`config.mk`:
```
export PLATFORM = sky130hd
export DESIGN_NAME = music_score_controller
export DESIGN_NICKNAME = d
export VERILOG_FILES = /design/src/rtl/music_score_controller.sv
export SDC_FILE = /design/constraint.sdc
export NUM_CORES = 1
export LEC_CHECK = 0
export BUFFER_PORTS_ARGS = -buffer_cell sky130_fd_sc_hd__buf_2
export CAP_MARGIN = 20
export CORE_ASPECT_RATIO = 1.75
export CORE_MARGIN = 4
export CORE_UTILIZATION = 50
export CTS_CLUSTER_SIZE = 30
export DETAILED_ROUTE_END_ITERATION = 12
export HOLD_SLACK_MARGIN = 0.02
export PLACE_DENSITY = 0.76
export SYNTH_ARGS = -nofsm -noshare
export SYNTH_HDL_FRONTEND = slang
export SYNTH_SLANG_ARGS = --single-unit
```
`constraint.sdc`:
```
create_clock -name clk_1ms -period 3.22 [get_ports clk_1ms]
set_clock_uncertainty 0.05 [all_clocks]
set_input_delay 0.644 -clock clk_1ms [delete_from_list [all_inputs] [get_ports clk_1ms]]
set_output_delay 0.644 -clock clk_1ms [all_outputs]
set_load 0.01 [all_outputs]
```
`src/rtl/music_score_controller.sv`:
```
// music_score_controller: steps through a fixed score, holding each note for
// its length in 1 ms ticks, and presents the current note/octave/length.
module music_score_controller #(
    parameter int unsigned SCORE_LEN = 14
) (
    input  logic        clk_1ms,
    input  logic        rst,
    input  logic        en,
    output logic [7:0]  note_pointer,
    output logic [15:0] cur_length,
    output logic [3:0]  cur_note,
    output logic [3:0]  cur_octave
);

    localparam int unsigned PTR_W  = 8;
    localparam int unsigned LEN_W  = 16;
    localparam int unsigned NOTE_W = 4;

    localparam logic [PTR_W-1:0] LAST_IDX = PTR_W'(SCORE_LEN - 1);

    typedef struct packed {
        logic [LEN_W-1:0]  length;
        logic [NOTE_W-1:0] octave;
        logic [NOTE_W-1:0] note;
    } score_entry_t;

    score_entry_t     entry;
    logic [LEN_W-1:0] ms_cnt;
    logic             note_done;

    // Score ROM lookup; entries beyond the configured length read as empty.
    always_comb begin
        entry = '0;
        case (note_pointer)
            8'd0:    entry = '{length: 16'd500,  octave: 4'd4, note: 4'd1};
            8'd1:    entry = '{length: 16'd500,  octave: 4'd4, note: 4'd1};
            8'd2:    entry = '{length: 16'd500,  octave: 4'd4, note: 4'd8};
            8'd3:    entry = '{length: 16'd500,  octave: 4'd4, note: 4'd8};
            8'd4:    entry = '{length: 16'd500,  octave: 4'd4, note: 4'd10};
            8'd5:    entry = '{length: 16'd500,  octave: 4'd4, note: 4'd10};
            8'd6:    entry = '{length: 16'd1000, octave: 4'd4, note: 4'd8};
            8'd7:    entry = '{length: 16'd500,  octave: 4'd4, note: 4'd6};
            8'd8:    entry = '{length: 16'd500,  octave: 4'd4, note: 4'd6};
            8'd9:    entry = '{length: 16'd500,  octave: 4'd4, note: 4'd5};
            8'd10:   entry = '{length: 16'd500,  octave: 4'd4, note: 4'd5};
            8'd11:   entry = '{length: 16'd500,  octave: 4'd4, note: 4'd3};
            8'd12:   entry = '{length: 16'd500,  octave: 4'd4, note: 4'd3};
            8'd13:   entry = '{length: 16'd1000, octave: 4'd4, note: 4'd1};
            default: entry = '0;
        endcase
        if ({24'd0, note_pointer} >= SCORE_LEN) begin
            entry = '0;
        end
    end

    // Decoded entry fields; a zero length still occupies one tick.
    always_comb begin
        cur_length = entry.length;
        cur_octave = entry.octave;
        cur_note   = entry.note;
        note_done  = (entry.length == '0) || (ms_cnt >= (entry.length - LEN_W'(1)));
    end

    // Elapsed-time counter and score pointer; both freeze while paused.
    always_ff @(posedge clk_1ms or negedge rst) begin
        if (!rst) begin
            ms_cnt       <= '0;
            note_pointer <= '0;
        end else if (en) begin
            if (note_done) begin
                ms_cnt       <= '0;
                note_pointer <= (note_pointer == LAST_IDX) ? '0 : note_pointer + PTR_W'(1);
            end else begin
                ms_cnt <= ms_cnt + LEN_W'(1);
            end
        end
    end

endmodule

```
==> impl_metrics.yaml, run 1 <==
floorplan:
  die-area_sq_mm: 0.00487
  io_pins: 35
  initial_core_util_pct: 52.2
  core_sq_mm: 0.00363
  die_h_microns: 89.4
  rows: 29
  die_w_microns: 54.5
grt:
  grt_antenna_before_repair: 0
  use_met2_pct: 37.4
  grt_pass1_vias: 1587
  grt_pass1_wl_microns: 7290
  met1_usage_pct: 23.0
  grt_max_degree: 25
  busiest_layer: "met2"
  grt_util_met3_pct: 2.00
  track_usage_pct: 20.2
  grt.overflow.total: 0
cts:
  cts_tree: "built"
  cts.sinks: 24
  cts_buffers: 3
  worstSkewPairLatency_ns: 0.27
  h-tree-depth: 1
  clkTransAtPathRegs_ns: 0.09
  cts_root_buffer: "clkbuf_8"
  clockBufferDepth: 2
timing:
  worst_slew_margin_rel_pct: 63.2
  finalSetupTns_ns: 0
  clock.fmax_mhz: 314
  period_needed_ns: 3.18
  fin_hold_ws_ns: 0.298
  maxSlewViolCount: 0
  finalSetupViolCount: 0
  rsz0062_at_grt: "yes"
  worst_pin_slew_ns: 0.552
  fin_crit_sh_pct: 98.8
  finalHoldViolCount: 0
critical_path:
  crit_slowest_cell: "dfrtp_2"
  arrival_ns: 3.30
  path_cells: "ha_4 -> nor2_4 -> nand3_1 -> o21ai_1 -> nand3_1 -> ha_2 -> ha_4 -> xor2_1 -> ha_1 -> a21oi_2 -> o21ai_2 -> a221oi_4 -> a21oi_2 -> buf_12 -> buf_8 -> nand3_2 -> o21ai_2"
  max_stage_delay_ns: 0.45
  required_ns: 3.33
  critPathLaunchType: "flop"
  crit_path_max_fanout: 8
  cp-end-kind: "flop"
  path_class: "flop to flop"
synthesis:
  synthCells: 216
  yosys.area.top_type_share_pct: 31.7
  synth-seq-cells: 24
  synth_area_per_cell_sq_um: 8.76
  seq_area_frac_synth_pct: 31.7
  syn_area_sq_mm: 0.00189
  synth.distinct_cells: 35
  synth_warnings: 0
  ys.flop_type: "dfrtp_1"
  async_flop_share_pct: 100
  synth-edff-count: 0
  synthTopCellsByArea: "dfrtp_1, ha_1, buf_4"
  synth_largest_area_cell: "dfrtp_1"
pwr:
  power_density_mw_per_mm2: 347
  p_leak_nw: 1.12
  total_power_mw: 0.811
  power.ir.vdd_worst_mv: 0.349
detailed_routing:
  ant_nets: 0
  drc: 0
  drt_wl_total_microns: 4670
  drtPass1Iterations: 4
  drt_iter0_drc: 28
  wl_per_cell_microns: 15.7
  viasPerCell: 5.59
  vias: 1667
final_layout:
  final_nets: 281
  most-common-layout-cells: "nand2_1, nor2_1, buf_2"
  drive_gt1_share_pct: 32.1
  diodes: 0
  syn2layout_area_growth_pct: 23.5
hold_path:
  min_path_type: "input pin to asynchronous set/reset pin"
placed_design:
  port_buffers: 23
  hpwl_microns: 3250
  place.gp.congestion: 0.839
run:
  cap_viol_max_count: 0
run_status:
  status: "completed"
-- cell type report --
class	count	area, sq um
multi-input combinational	171	1270
fill	314	1290
inverter	9	37.5
clock inverter	1	30.0
timing repair buffer	44	297
tap	46	57.6
sequential	24	604
clock buffer	3	41.3
-- cells by family (layout without fill, tap and decap cells) --
family	after synthesis	after routing	share of synthesized area, %
adders and majority gates	25	25	16.5
and+or+nand+nor	83	83	21.0
xor gates and xnor gates	16	16	7.40
AOI/OAI and AO/OA	34	34	12.6
DFF	24	24	31.7
buffers and inverters	31	57	9.58
muxes	2	2	1.06
other	1	11	0.198
-- report_power, final --
part	switching (mW)	total [mW]	internal (mW)
clock network	0.103	0.269	0.166
logic	0.0921	0.165	0.0733
registers	0.0452	0.376	0.331
total	0.240	0.811	0.571
-- repair_timing --
| item | in CTS | in global routing |
|---|---|---|
| cloned | 1 | 0 |
| setup endpoints to repair | 2 | 24 |
| hold buffers | 0 | 0 |
| buffers inserted | 2 | 1 |
| gates resized for setup | 5 | 25 |
| pin swaps | 1 | 19 |
-- worst max-delay path, delay by kind of cell, from the launching register on --
kind,cells,cell delay (ns)
AOI/OAI and AO/OA,6,0.82
xor gates and xnor gates,1,0.15
adders and majority gates,4,0.94
buffers and inverters,2,0.28
DFF,1,0.45
and+or+nand+nor,4,0.37
-- Yosys cell counts (3+ instances only) --
cell type and count:
a21oi_1 6, and3_1 4, and4_1 3, buf_4 17, clkbuf_1 4, dfrtp_1 24, ha_1 25, inv_1 9
nand2_1 24, nand3_1 16, nand4_1 5, nor2_1 26, o21ai_0 5, o21ai_1 7, xnor2_1 4, xor2_1 12
-- stage by stage --
stage | area [sq um] | util (%) | instances | setup slack, ns
after floorplan | 1950 | - | 226 | 0.00780
after global placement | 2120 | 58.4 | 291 | 0.0369
after detailed placement | 2120 | 58.4 | 291 | -0.0494
after CTS | 2250 | 62.1 | 298 | 0.00751
after global routing | 2340 | 64.4 | 298 | -0.138
final | 2340 | 64.4 | 298 | 0.0378
-- layer usage --
| metal | part of all wire, % | vias to the layer above |
|---|---|---|
| met4 | 1.1 | 0 |
| met1 | 38 | 831 |
| li1 | - | 795 |
| met2 | 58 | 37 |
| met3 | 2.7 | 4 |
| met5 | 0 | - |
-- sequential cells by signal (all words and copies together) (netlist names) --
register / cells
ms_cnt: 16
note_pointer: 8
-- worst paths after layout --
check,depth (start not counted),to,slack [ns],startpoint
min in group clk_1ms,1,ms_cnt[0]$_DFFE_PN0P_,0.48,ms_cnt[0]$_DFFE_PN0P_
hold / removal,1,ms_cnt[4]$_DFFE_PN0P_,0.30,rst
setup reg to reg,17,note_pointer[0]$_DFFE_PN0P_,0.04,note_pointer[1]$_DFFE_PN0P_
setup / recovery,17,note_pointer[0]$_DFFE_PN0P_,0.04,note_pointer[1]$_DFFE_PN0P_
max in group asynchronous,1,note_pointer[3]$_DFFE_PN0P_,2.42,rst
hold reg to reg,1,ms_cnt[0]$_DFFE_PN0P_,0.48,ms_cnt[0]$_DFFE_PN0P_
Power figures use the tool's default switching activity.
==> inputs of run 2 (changes only) <==
--- a/config.mk
+++ b/config.mk
@@ -13,7 +13,7 @@
 export CTS_CLUSTER_SIZE = 30
 export DETAILED_ROUTE_END_ITERATION = 12
 export HOLD_SLACK_MARGIN = 0.02
-export PLACE_DENSITY = 0.76
+export PLACE_DENSITY = 0.81
 export SYNTH_ARGS = -nofsm -noshare
 export SYNTH_HDL_FRONTEND = slang
 export SYNTH_SLANG_ARGS = --single-unit
==> run 2 against run 1 <==
Compared with the run above:
- register-to-register slack got worse by 0.04 ns
- first-iteration DRC count increased to 3.2 times the previous value
- utilization grew 6.1 points
- clock power hardly changed
- setup slack worse by 0.037 ns
- largest power group unchanged
==> impl_metrics.yaml, run 2 (synthesized netlist as in run 1, its figures left out) <==
run_status:
  status: "completed"
timing:
  finalHoldViolCount: 0
  rsz0062_at_grt: "yes"
  worst_slew_margin_rel_pct: 63.0
  period_needed_ns: 3.22
  finalSetupViolCount: 0
  fin_crit_sh_pct: 100
  fin_ws_ns: 0.000539
  worst_pin_slew_ns: 0.555
  fin_hold_ws_ns: 0.305
  maxSlewViolCount: 0
  clock.fmax_mhz: 311
grt:
  grt.overflow.total: 0
  track_usage_pct: 21.4
  grt_pass1_vias: 1605
  grt_max_degree: 25
  grt_pass1_wl_microns: 7530
  grt_antenna_before_repair: 0
cts:
  cts_root_buffer: "clkbuf_8"
  clkTransAtPathRegs_ns: 0.09
  cts_tree: "built"
  h-tree-depth: 1
  cts.sinks: 24
  hold_buffers: 0
  cts_buffers: 3
  clockBufferDepth: 2
  worstSkewPairLatency_ns: 0.27
critical_path:
  critPathLaunchType: "flop"
  cp_top_family: "compound AO/OA/AOI/OAI gates"
  crit_path_max_fanout: 5
  path_cells: "nor4_4 -> nand3_2 -> ha_4 -> ha_4 -> xor2_1 -> ha_1 -> nand4_1 -> a21oi_2 -> o311ai_4 -> a21oi_4 -> buf_12 -> o2111ai_4 -> a22o_1"
  max_stage_delay_ns: 0.46
  path_buf_inv: 1
  required_ns: 3.33
  arrival_ns: 3.33
  path_class: "flop to flop"
  cp-end-kind: "flop"
  crit_slowest_cell: "nor4_4"
  cpMostUsedCell: "ha_4"
  r2r_slack_ns: 0.0005
floorplan:
  die_w_microns: 54.5
  rows: 29
  die_h_microns: 89.4
  io_pins: 35
  core_sq_mm: 0.00363
  die-area_sq_mm: 0.00487
  initial_core_util_pct: 52.2
detailed_routing:
  drc: 0
  drt_wl_total_microns: 5340
  wl_per_cell_microns: 17.4
  viasPerCell: 5.74
  drtPass1Iterations: 4
  vias: 1757
  ant_nets: 0
  drt_iter0_drc: 89
final_layout:
  final_common_cell: "nor2_1"
  largest_register: "ms_cnt"
  nFillCells: 248
  reg_top3: "ms_cnt x16, note_pointer x8"
  drive_gt1_share_pct: 37.3
  diodes: 0
  syn2layout_area_growth_pct: 35.2
  final_nets: 289
  most-common-layout-cells: "nor2_1, buf_2, nand2_1, buf_4, dfrtp_1"
  largest_reg_flops: 16
pwr:
  power.ir.vdd_worst_mv: 0.391
  power_density_mw_per_mm2: 327
  p_leak_nw: 1.19
placed_design:
  hpwl_microns: 3300
  place.gp.congestion: 0.906
  pre_cts_ws_ns: -0.0649
  port_buffers: 23
hold_path:
  min_path_type: "input pin to asynchronous set/reset pin"
run:
  cap_viol_max_count: 0
## run 2: cell count changes in the layout (fill, tap and decap cells not counted), sizes merged
cell | previous run | this run
clkinvlp | 1 | 0
buf | 44 | 51
inv | 8 | 9
bufbuf | 0 | 1
## run 2: final cells by class
| type | count | area [sq um] | share of cell area (%) |
|---|---|---|---|
| Sequential cell | 24 | 604 | 23.6 |
| Inverter | 9 | 38.8 | 1.52 |
| Timing Repair Buffer | 52 | 398 | 15.6 |
| Clock buffer | 3 | 41.3 | 1.61 |
| Multi-Input combinational cell | 171 | 1390 | 54.3 |
| Tap cell | 46 | 57.6 | 2.25 |
| Clock inverter | 1 | 30.0 | 1.17 |
## run 2: stage by stage
| step | power, mW | cell area (sq um) | cells | setup TNS (ns) | utilization, % |
|---|---|---|---|---|---|
| 2_1_floorplan | 0.480 | 1950 | 226 | 0 | - |
| 3_3_place_gp | 0.516 | 2120 | 291 | 0 | 58.4 |
| 6_report | 0.836 | 2560 | 306 | 0 | 70.5 |
| 5_1_grt | 0.874 | 2560 | 306 | -2.05 | 70.5 |
| 4_1_cts | 0.806 | 2360 | 299 | 0 | 65.1 |
| 3_5_place_dp | 0.523 | 2120 | 291 | -0.0676 | 58.4 |
## run 2: final timing paths
kind	from	to	cells after the start
worst max-delay path	note_pointer[5]$_DFFE_PN0P_	note_pointer[4]$_DFFE_PN0P_	13
worst min-delay path	rst	ms_cnt[3]$_DFFE_PN0P_	1
worst max register to register	note_pointer[5]$_DFFE_PN0P_	note_pointer[4]$_DFFE_PN0P_	13
min in group clk_1ms	ms_cnt[4]$_DFFE_PN0P_	ms_cnt[4]$_DFFE_PN0P_	1
worst min register to register	ms_cnt[4]$_DFFE_PN0P_	ms_cnt[4]$_DFFE_PN0P_	1
max in group asynchronous	rst	note_pointer[1]$_DFFE_PN0P_	1
## run 2: layer usage
metal,track usage [%],part of all wire (%),up-vias
met4,12.5,4.7,0
li1,-,-,812
met2,36.9,55,90
met1,24.6,35,830
met3,2.17,5.6,25
met5,0,0,-
## run 2: power by group
part	internal, mW	total [mW]	switching, mW
Sequential	0.331	0.378	0.0473
Clock	0.166	0.266	0.0996
Combinational	0.0862	0.192	0.106
## run 2: what timing repair did
action / CTS / global route
cloned: 2 / 0
setup endpoints to repair: 4 / 24
pin swaps: 13 / 17
gates resized for setup: 22 / 31
setup buffers: 2 / 9
